[src/rtl/decoder_2x4_strobe.sv]
// Registered 2-to-4 one-hot decoder with valid/ready intake, a one-entry pending
// buffer, and a per-strobe HOLD-cycle high phase followed by a GAP-cycle low phase.
module decoder_2x4_strobe #(
  parameter int unsigned HOLD = 4,  // 1..255
  parameter int unsigned GAP  = 0   // 0..255
) (
  input  logic       clk,
  input  logic       rst,
  input  logic       abort,
  input  logic       in_valid,
  output logic       in_ready,
  input  logic [1:0] in_code,
  output logic [3:0] y,
  output logic       y_valid,
  output logic       busy,
  output logic [7:0] strobe_cnt
);

  typedef enum logic [1:0] {
    ST_IDLE,
    ST_HOLD,
    ST_GAP
  } state_t;

  localparam logic [7:0] HOLD_LOAD = 8'(HOLD - 1);
  localparam logic [7:0] GAP_LOAD  = 8'(GAP - 1);

  state_t     state_q, state_d;
  logic [7:0] cnt_q, cnt_d;
  logic       pend_valid_q, pend_valid_d;
  logic [1:0] pend_code_q, pend_code_d;
  logic [3:0] y_d;
  logic [7:0] strobe_cnt_d;
  logic       accept;
  logic       period_end;

  // Inverse of the 4x2 encoder: code 0 lights the MSB, code 3 the LSB.
  function automatic logic [3:0] decode(input logic [1:0] code);
    return 4'b1000 >> code;
  endfunction

  assign in_ready   = !pend_valid_q;
  assign accept     = in_valid && in_ready;
  assign busy       = (state_q != ST_IDLE) || pend_valid_q;
  assign period_end = (cnt_q == 8'd0) &&
                      ((state_q == ST_GAP) || (state_q == ST_HOLD && GAP == 0));

  always_comb begin
    // NOTE: every output of this block gets a default first so no path can infer a latch.
    state_d      = state_q;
    cnt_d        = cnt_q;
    pend_valid_d = pend_valid_q;
    pend_code_d  = pend_code_q;
    y_d          = y;
    strobe_cnt_d = strobe_cnt;

    if (abort) begin
      state_d      = ST_IDLE;
      cnt_d        = 8'd0;
      pend_valid_d = 1'b0;
      y_d          = 4'b0000;
    end else if (period_end) begin
      // Pending entry has priority; a same-edge accept only happens when pending is empty.
      if (pend_valid_q || accept) begin
        state_d      = ST_HOLD;
        cnt_d        = HOLD_LOAD;
        y_d          = decode(pend_valid_q ? pend_code_q : in_code);
        pend_valid_d = 1'b0;
        strobe_cnt_d = strobe_cnt + 8'd1;
      end else begin
        state_d = ST_IDLE;
        cnt_d   = 8'd0;
        y_d     = 4'b0000;
      end
    end else begin
      case (state_q)
        ST_IDLE: begin
          if (accept) begin
            state_d      = ST_HOLD;
            cnt_d        = HOLD_LOAD;
            y_d          = decode(in_code);
            strobe_cnt_d = strobe_cnt + 8'd1;
          end
        end
        ST_HOLD: begin
          if (cnt_q != 8'd0) begin
            cnt_d = cnt_q - 8'd1;
          end else begin
            state_d = ST_GAP;
            cnt_d   = GAP_LOAD;
            y_d     = 4'b0000;
          end
        end
        ST_GAP: begin
          cnt_d = cnt_q - 8'd1;
        end
        default: begin
          state_d = ST_IDLE;
          cnt_d   = 8'd0;
          y_d     = 4'b0000;
        end
      endcase

      if (accept && state_q != ST_IDLE) begin
        pend_valid_d = 1'b1;
        pend_code_d  = in_code;
      end
    end
  end

  always_ff @(posedge clk or posedge rst) begin
    if (rst) begin
      state_q      <= ST_IDLE;
      cnt_q        <= 8'd0;
      pend_valid_q <= 1'b0;
      pend_code_q  <= 2'd0;
      y            <= 4'b0000;
      y_valid      <= 1'b0;
      strobe_cnt   <= 8'd0;
    end else begin
      // NOTE: state registers use non-blocking assignments so all flops update together.
      state_q      <= state_d;
      cnt_q        <= cnt_d;
      pend_valid_q <= pend_valid_d;
      pend_code_q  <= pend_code_d;
      y            <= y_d;
      y_valid      <= |y_d;
      strobe_cnt   <= strobe_cnt_d;
    end
  end

endmodule

[config.mk]
export PLATFORM = sky130hd
export DESIGN_NAME = decoder_2x4_strobe
export DESIGN_NICKNAME = d
export VERILOG_FILES = /design/src/rtl/decoder_2x4_strobe.sv
export SDC_FILE = /design/constraint.sdc
export NUM_CORES = 1
export LEC_CHECK = 0
export ABC_AREA = 0
export BUFFER_PORTS_ARGS = -buffer_cell sky130_fd_sc_hd__buf_2
export CAP_MARGIN = 20
export CORE_MARGIN = 2
export CORE_UTILIZATION = 30
export CTS_CLUSTER_SIZE = 24
export DETAILED_ROUTE_END_ITERATION = 16
export PLACE_DENSITY = 0.5
export SLEW_MARGIN = 20
export SYNTH_ARGS = -nofsm -noshare
export SYNTH_HDL_FRONTEND = slang
export SYNTH_SLANG_ARGS = --single-unit
[constraint.sdc]
create_clock -name clk -period 2.57 [get_ports clk]
set_input_delay 0.771 -clock clk [delete_from_list [all_inputs] [get_ports clk]]
set_output_delay 0.771 -clock clk [all_outputs]
set_load 0.1 [all_outputs]
==> results by group, run 1 <==
Timing
  • Slew HR: 61.1%
  • Final Setup Violations: 0
  • Unrepaired setup endpoints after global routing: false
  • F_max: 0.424 GHz
  • Slew @ Worst Pin: 0.583 ns
  • Final Hold Viols: 0
  • Period Utilization, post-route: 91.8%
  • Fin Clk Skew: 0.00119 ns
  • Slew Viols, Final: 0
  • Minimum clock period: 2.36 ns
  • Final worst setup slack: 0.211 ns
  • Setup TNS: 0 ns

Worst hold path
  • Hold path cells: 1
  • Hold crit path type: reg2reg
  • Hold EP: strobe_cnt[7]
  • Hold Startpoint: strobe_cnt[7]

Clock tree
  • CTS tree: yes
  • H-tree depth: 1
  • Clock slew at reported path FFs: 0.09 ns
  • PostCTS Resize Cnt: 0
  • Worst skew pair latency: 0.27 ns
  • Post-CTS Hold Buffers: 0
  • TritonCTS Sinks: 26
  • CTS buffer count: 3
  • Root Buffer: clkbuf_8
  • Clock buffer depth: 2
  • # Post-CTS Setup Buffers: 0

Finish
  • Non-Filler Instances: 254
  • Filler Cell Count: 540
  • Share of layout cells above drive strength 1: 25.0%
  • Synthesis-to-layout area growth: 17.1%
  • Nets: 199
  • Design area: 0.00185 mm2
  • N_diodes: 0

Setup path
  • CP cell instances: inv_1, ha_1, nand2_2, clkbuf_4
  • CP required: 1.80 ns
  • WS Path Type: reg2out
  • CP bufs+invs: 2
  • Reg2reg path depth: 6
  • Crit path max fanout: 7
  • R2R setup slack: 0.25 ns
  • CP Capture Type: output port
  • RR Endpoint: y_valid
  • Crit path DAT: 1.59 ns
  • Crit-path max cell delay: 0.43 ns
  • Critical path's top delay family: buffers and inverters
  • Crit-path slowest cell: dfrtp_1
  • R2R Path Start: state_q[0]
  • Worst Setup Start Kind: flip-flop

Synthesis
  • Synthesized cell area: 0.00158 mm2
  • Count of cell types in the netlist: 45
  • Seq cells post-synth: 26
  • EDFF count, synth: 0
  • Top cell type's share of synthesized area: 41.3%
  • Synth Area in Simple Gates: 22.0%
  • Main combinational cell family by area after synthesis: simple AND/OR/NAND/NOR gates
  • YS warnings: 0
  • Syn Area/Cell: 9.98 um2
  • Post-synthesis sequential area ratio: 41.3%
  • Top_reg_cell synth: dfrtp_1
  • Ys async rst share: 100%
  • Compound-gate portion of the synthesized area: 17.3%
  • Synthesized netlist cell count: 158
  • Post-Synth Adder-Cell Area: 6.35%
  • Largest cells by area after synthesis: dfrtp_1 (41%), ha_1 (6.3%), mux2_2 (4.3%)
  • Synth cell count leaders: dfrtp_1 (26), inv_1 (10), nand2_1 (10)
  • Net Count, Synth: 172
  • Post-synthesis xor/xnor area fraction: 3.89%
  • Most frequent cell after synthesis: dfrtp_1
  • Leading area contributor after synthesis: dfrtp_1
  • Mux cell area share after synthesis: 5.56%

Drt
  • Routed len/inst: 13.6 um
  • Drt total wl: 3470 um
  • Via count: 1312
  • Pre-Repair DR Iteration Count: 4
  • Post-route ant nets: 0
  • Drc violations: 0
  • Vias per cell: 5.17
  • Initial DRC Count: 57

GRT
  • Initial antenna violation count: 0
  • GRT Util Overall: 12.4%
  • GRT overflow: 0
  • First-pass GRT wire length: 5960 um
  • Largest net degree at the start of global routing: 27
  • Number of global-route vias before repair: 1244

Floorplanning
  • Row count: 26
  • Die Height: 76.5 um
  • Die footprint: 0.00585 mm2
  • Core area: 0.00507 mm2
  • Starting Density: 31.1%
  • Ports: 21
  • Die width: 76.5 um

Place
  • Cell count after placement: 250
  • Routability cong.: 0.815
  • Cell Area, Placed: 0.00179 mm2
  • Post-Place Setup Slack: 0.0650 ns
  • Dpl hpwl: 2650 um
  • Port bufs: 20

Status
  • Status: completed

Job
  • Max Cap Viol: 0
[state kept, by name, summed over array words and instances (netlist names)]
name / count
cnt_q: 8
pend_code_q: 2
pend_valid_q: 1
state_q: 2
strobe_cnt: 8
y: 4
y_valid: 1
[per-layer routing]
layer,track usage (%),share of wire (%),vias up
li1,-,-,642
met4,4.36,1.5,0
met3,2.25,3.7,5
met1,17.8,51,632
met5,0,0,-
met2,18.7,44,33
[metrics by stage]
step	hold WS [ns]	util [%]
floorplan	0.480	-
global placement	0.456	35.2
detailed placement	0.461	35.2
CTS	0.476	36.3
global route	0.514	36.4
finish	0.476	36.4
[kinds of logic (layout without fill, tap and decap cells)]
| kind of cell | count (synthesis) | count (layout) |
|---|---|---|
| xor gates and xnor gates | 7 | 7 |
| AOI/OAI and AO/OA | 40 | 40 |
| DFF | 26 | 26 |
| buffers and inverters | 13 | 39 |
| adders and majority gates | 8 | 8 |
| muxes | 8 | 8 |
| and+or+nand+nor | 56 | 56 |
[cell type report]
class | count | area [um2] | area share, %
Tap cell | 70 | 87.6 | 4.75
Clock buffer | 4 | 55.1 | 2.98
Inverter | 10 | 41.3 | 2.24
Sequential cell | 26 | 651 | 35.3
Multi-Input combinational cell | 119 | 871 | 47.2
Timing Repair Buffer | 25 | 140 | 7.59
[worst max path at each step]
stage | from | end | slack (ns) | cells after the start
after CTS | state_q[0] | busy | 0.11 | 4
final | state_q[0] | busy | 0.21 | 4
after detailed placement | in_valid | y_valid | 0.07 | 6
after global placement | in_valid | y_valid | 0.12 | 6
after floorplan | pend_valid_q | strobe_cnt[3] | 0.21 | 5
after global routing | state_q[0] | busy | 0.08 | 4
[layout by cell type (no fill, tap or decap), types with 2 or more instances in the layout]
master     n
o22a_1     2
buf_4      5
dfrtp_1   26
nor2b_1    2
nand2b_1   3
buf_2     19
a22o_1     3
o22ai_1    3
o21ai_0    8
nor3b_1    3
or3_1      3
nand4_1    5
nand2_1    9
ha_1       8
nor2_1     6
nand3_1    5
mux2i_1    2
xnor2_1    6
clkbuf_8   4
nor3_1     6
a21o_1     3
o21bai_1   2
a21oi_1    9
inv_1      9
mux2_2     6
o32ai_1    2
a32oi_1    4
Power of run 1 is left out: the tool's default activity adds up to more than one toggle a clock period on the data nets, which glitch-free logic cannot reach.
==> run 2, diff against run 1 <==
--- a/config.mk
+++ b/config.mk
@@ -12,7 +12,7 @@
 export CORE_UTILIZATION = 30
 export CTS_CLUSTER_SIZE = 24
 export DETAILED_ROUTE_END_ITERATION = 16
-export PLACE_DENSITY = 0.5
+export PLACE_DENSITY = 0.52
 export SLEW_MARGIN = 20
 export SYNTH_ARGS = -nofsm -noshare
 export SYNTH_HDL_FRONTEND = slang
==> constraint.sdc (replaced) <==
create_clock -name clk -period 1.95 [get_ports clk]
set_input_delay 0.585 -clock clk [delete_from_list [all_inputs] [get_ports clk]]
set_output_delay 0.585 -clock clk [all_outputs]
set_load 0.1 [all_outputs]
==> run 2 against run 1 <==
  * The run now ends with negative setup slack left
  * Hold slack got worse by 0.14 ns
  * Core utilization up 11 points
  * Register-to-register slack worse by 0.50 ns
  * Flip-flop and latch count unchanged
  * Design area increased by 29%
  * First-iteration DRC count is 98% higher
  * Critical endpoint is now y_valid
==> results by group, run 2 (synthesis gave the netlist of run 1 again) <==
Status
  • Status: finished with violations
  • Failing checks: negative setup slack

Floorplanning
  • Ports: 21
  • Starting Density: 31.1%
  • Row count: 26
  • Core area: 0.00507 mm2
  • Die footprint: 0.00585 mm2
  • Die width: 76.5 um
  • Die Height: 76.5 um

Clock tree
  • Worst skew pair latency: 0.27 ns
  • Clock buffer depth: 2
  • Clock slew at reported path FFs: 0.10 ns
  • CTS tree: yes
  • Post-CTS Hold Buffers: 0
  • TritonCTS Sinks: 26
  • CTS buffer count: 3
  • Root Buffer: clkbuf_8
  • H-tree depth: 1

GRT
  • Largest net degree at the start of global routing: 27
  • Number of global-route vias before repair: 1459
  • GRT overflow: 0
  • GRT Util Overall: 14.2%
  • Initial antenna violation count: 0
  • First-pass GRT wire length: 6960 um

Finish
  • Final core occ: 47.0%
  • Largest registers: cnt_q: 8 flops, strobe_cnt: 8 flops, y: 4 flops
  • Commonest cells after routing, fill and taps aside: buf_4 (39), dfrtp_1 (25), buf_2 (18)
  • Non-Filler Instances: 295
  • Commonest non-fill, non-tap cell in the layout: buf_4
  • N_diodes: 0
  • Share of layout cells above drive strength 1: 48.4%
  • Nets: 240
  • Synthesis-to-layout area growth: 51.3%

Setup path
  • Crit path max fanout: 4
  • Crit path DAT: 2.35 ns
  • RR Endpoint: y_valid
  • CP Capture Type: flip-flop
  • CP required: 2.10 ns
  • WS Path Type: reg2reg
  • R2R Path Start: cnt_q[7]
  • R2R setup slack: -0.25 ns
  • Reg2reg path depth: 5
  • Worst Setup Start Kind: flip-flop

Timing
  • Final Setup Violations: 6
  • Final Hold Viols: 0
  • Minimum clock period: 2.20 ns
  • Unrepaired setup endpoints after global routing: true
  • Slew Viols, Final: 0
  • Period Utilization, post-route: 113%
  • Fin Clk Skew: 0.00658 ns
  • F_max: 0.455 GHz
  • Slew HR: 67.7%
  • Final worst setup slack: -0.248 ns
  • Slew @ Worst Pin: 0.488 ns

Drt
  • Initial DRC Count: 113
  • Via count: 1497
  • Post-route ant nets: 0
  • Drc violations: 0
  • Routed len/inst: 14.0 um
  • Drt total wl: 4120 um
  • Met3 WL: 133 um
  • Top Layer Used: met4
  • Pre-Repair DR Iteration Count: 4
  • Met2 routed WL: 2050 um
  • Vias per cell: 5.07
  • M1 wire length: 1900 um

Place
  • Cell count after placement: 281
  • Port bufs: 20
  • Routability cong.: 0.922
  • Dpl hpwl: 3010 um

Job
  • Max Cap Viol: 0

Power
  • Cell Pwr Density: 1880 mW/mm2
  • Max VDD drop: 1400 uV
  • LEAKAGE: 1.10 nW

Worst hold path
  • Hold crit path type: in2async
## run 2: changes by cell type in the layout (fill, tap and decap cells not counted), sizes merged
| cell | delta |
|---|---|
| buf | +42 |
| clkbuf | -1 |
## run 2: metal layers
layer  GRT usage [%]  vias up
li1                -      714
met1            19.7      740
met2            23.8       35
met3            2.01        8
met4            2.55        0
met5               0        -
## run 2: cell type report
cell class / instances / area (um2)
Clock buffer: 4 / 55.1
Fill cell: 516 / 2690
Inverter: 10 / 48.8
Multi-Input combinational cell: 119 / 1030
Sequential cell: 26 / 652
Tap cell: 70 / 87.6
Timing Repair Buffer: 66 / 510
## run 2: report_power, final
part | total, W | internal, W | switching, W | leakage, nW
Combinational | 0.00323 | 0.00140 | 0.00183 | 0.735
Sequential | 0.000895 | 0.000713 | 0.000182 | 0.341
Clock | 0.000358 | 0.000181 | 0.000177 | 0.0288
## run 2: metrics by stage
stage                     setup slack [ns]  power, W  instance area, um2  hold slack (ns)  TNS [ns]
after global placement              -0.202   0.00359                2090            0.456    -0.945
after CTS                           -0.238   0.00417                2240            0.354    -0.291
after detailed placement            -0.247   0.00363                2090            0.463     -1.45
after floorplan                     -0.252   0.00269                1610            0.480    -0.406
final                               -0.248   0.00448                2390            0.340    -0.379
after global routing                -0.365   0.00479                2390            0.367     -1.27
## run 2: worst max-delay path, stage by stage (launching register included)
cell and delay, ns:
dfrtp_1 0.42, nor4_4 0.29, or4b_4 0.53, a32oi_2 0.24, o32ai_2 0.12, or4_1 0.47
## run 2: how the worst max path moves through the flow
stage	startpoint	to	slack, ns	depth (start not counted)
after floorplan	cnt_q[7]	y_valid	-0.25	5
after global placement	cnt_q[7]	y_valid	-0.20	5
after detailed placement	in_valid	y_valid	-0.25	7
after CTS	cnt_q[7]	y_valid	-0.24	5
after global routing	state_q[0]	y_valid	-0.36	6
final	cnt_q[7]	y_valid	-0.25	5
## run 2: repair_timing
action                                 4_1_cts  5_1_grt
cloned                                       0        0
setup buffers                                6        6
setup endpoints to repair                   17       25
endpoints found under the hold margin        0        0
gates resized for setup                     14       25
pin swaps                                    8        9
Power figures use the tool's default switching activity.
==> run 3, diff against run 2 <==
--- a/config.mk
+++ b/config.mk
@@ -10,9 +10,7 @@
 export CAP_MARGIN = 20
 export CORE_MARGIN = 2
 export CORE_UTILIZATION = 30
-export CTS_CLUSTER_SIZE = 24
 export DETAILED_ROUTE_END_ITERATION = 16
-export PLACE_DENSITY = 0.52
 export SLEW_MARGIN = 20
 export SYNTH_ARGS = -nofsm -noshare
 export SYNTH_HDL_FRONTEND = slang
==> run 3 against run 2 <==
  * The run still ends with negative setup slack left
  * Maximum frequency fell by 0.73%
  * First-iteration DRC count is 23% lower
  * Core utilization fell by 1.4 points
  * Routed wire length down 7.2%
  * Clock skew grew 0.0015 ns
  * Non-clock buffer count is 3 lower
  * Largest power group unchanged
  * Highest routed layer unchanged
==> results by group, run 3 (synthesis gave the netlist of run 1 again) <==
Drt
  • Routed len/inst: 13.1 um
  • Pre-Repair DR Iteration Count: 4
  • Drt total wl: 3820 um
  • Post-route ant nets: 0
  • Initial DRC Count: 87
  • Vias per cell: 4.95
  • Drc violations: 0
  • Via count: 1444

Timing
  • F_max: 0.452 GHz
  • Fin Clk Skew: 0.00807 ns
  • Minimum clock period: 2.21 ns
  • Setup TNS: -0.458 ns
  • Slew @ Worst Pin: 0.485 ns
  • Slew Viols, Final: 0
  • Unrepaired setup endpoints after global routing: true
  • Final Setup Violations: 2
  • Slew HR: 67.9%
  • Final worst setup slack: -0.264 ns
  • Final Hold Viols: 0
  • Period Utilization, post-route: 114%

Setup path
  • Reg2reg path depth: 5
  • WS Path Type: reg2reg
  • RR Endpoint: y_valid
  • R2R setup slack: -0.26 ns
  • Worst Setup Start Kind: flip-flop
  • CP required: 2.09 ns
  • Crit path max fanout: 4
  • R2R Path Start: cnt_q[4]
  • CP Capture Type: flip-flop
  • Crit path DAT: 2.36 ns

Clock tree
  • Clock buffer depth: 2
  • Clock slew at reported path FFs: 0.10 ns
  • CTS buffer count: 3
  • CTS tree: yes
  • H-tree depth: 1
  • Root Buffer: clkbuf_8
  • Worst skew pair latency: 0.27 ns
  • TritonCTS Sinks: 26

Finish
  • Filler Cell Count: 516
  • Non-Filler Instances: 292
  • Share of layout cells above drive strength 1: 45.0%
  • Area of the multi-input gates: 991 um2
  • Nets: 237
  • Commonest cells after routing, fill and taps aside: buf_4 (38), dfrtp_1 (25), buf_2 (18)
  • Register area: 652 um2
  • Synthesis-to-layout area growth: 47.0%
  • Largest registers: cnt_q: 8 flops, strobe_cnt: 8 flops, y: 4 flops
  • N_diodes: 0
  • Commonest non-fill, non-tap cell in the layout: buf_4
  • Design area: 0.00232 mm2

GRT
  • First-pass GRT wire length: 6580 um
  • Initial antenna violation count: 0
  • GRT overflow: 0
  • Largest net degree at the start of global routing: 27
  • Number of global-route vias before repair: 1398
  • GRT Util Overall: 13.7%

Place
  • Cell Area, Placed: 0.00206 mm2
  • Routability cong.: 0.839
  • Port bufs: 20
  • Cell count after placement: 278
  • Dpl hpwl: 2860 um
  • Post-Place Setup Slack: -0.236 ns

Status
  • Status: finished with violations
  • Failing checks: negative setup slack

Power
  • Cell Pwr Density: 1850 mW/mm2
  • LEAKAGE: 1.08 nW
  • Max VDD drop: 1610 uV

Floorplanning
  • Die width: 76.5 um
  • Die Height: 76.5 um
  • Ports: 21
  • Row count: 26
  • Die footprint: 0.00585 mm2
  • Starting Density: 31.1%
  • Core area: 0.00507 mm2

Job
  • Max Cap Viol: 0

Worst hold path
  • Hold crit path type: in2async
[run 3: where the power goes]
group | switching [W] | leakage, nW | internal, W
clock network | 0.000174 | 0.0357 | 0.000275
registers | 0.000172 | 0.341 | 0.000713
logic | 0.00172 | 0.703 | 0.00123
total | 0.00207 | 1.08 | 0.00222
[run 3: through the flow]
stage	hold WS, ns	total power, W	util (%)
2_1_floorplan	0.480	0.00269	-
3_3_place_gp	0.459	0.00349	40.5
3_5_place_dp	0.462	0.00351	40.5
4_1_cts	0.353	0.00413	43.8
5_1_grt	0.375	0.00457	45.7
6_report	0.346	0.00428	45.7
[run 3: per-layer routing]
layer / up-vias / global-route usage, % / wire (um)
li1: 718 / - / -
met1: 695 / 19.0 / 1850
met2: 27 / 21.8 / 1800
met3: 4 / 3.08 / 143
met4: 0 / 3.27 / 31
met5: - / 0 / 0
[run 3: layout make-up]
type                       instances  share of cell area, %
clock buffer                       3                   1.78
multi-input combinational        119                   42.8
inverter                          10                   1.89
timing repair buffer              63                   20.4
clock inverter                     1                   1.30
tap                               70                   3.78
sequential                        26                   28.1
[run 3: worst max path at each step]
stage,from,end
final,cnt_q[4],y_valid
after global routing,cnt_q[4],y_valid
after CTS,cnt_q[0],y_valid
after detailed placement,in_valid,y_valid
after global placement,in_valid,y_valid
after floorplan,cnt_q[7],y_valid
[run 3: worst max-delay path, cell delays in order, from the launching register on]
cell and delay (ns):
dfrtp_1 0.43, nor4_4 0.29, or4b_4 0.53, a32oi_1 0.22, o22ai_1 0.12, or4_1 0.51
[run 3: what timing repair did]
item	CTS	global route
hold endpoints to repair	0	0
hold buffers	0	0
resized for setup	11	17
pin swaps	6	7
buffers inserted	7	3
endpoints found under the setup margin	17	20
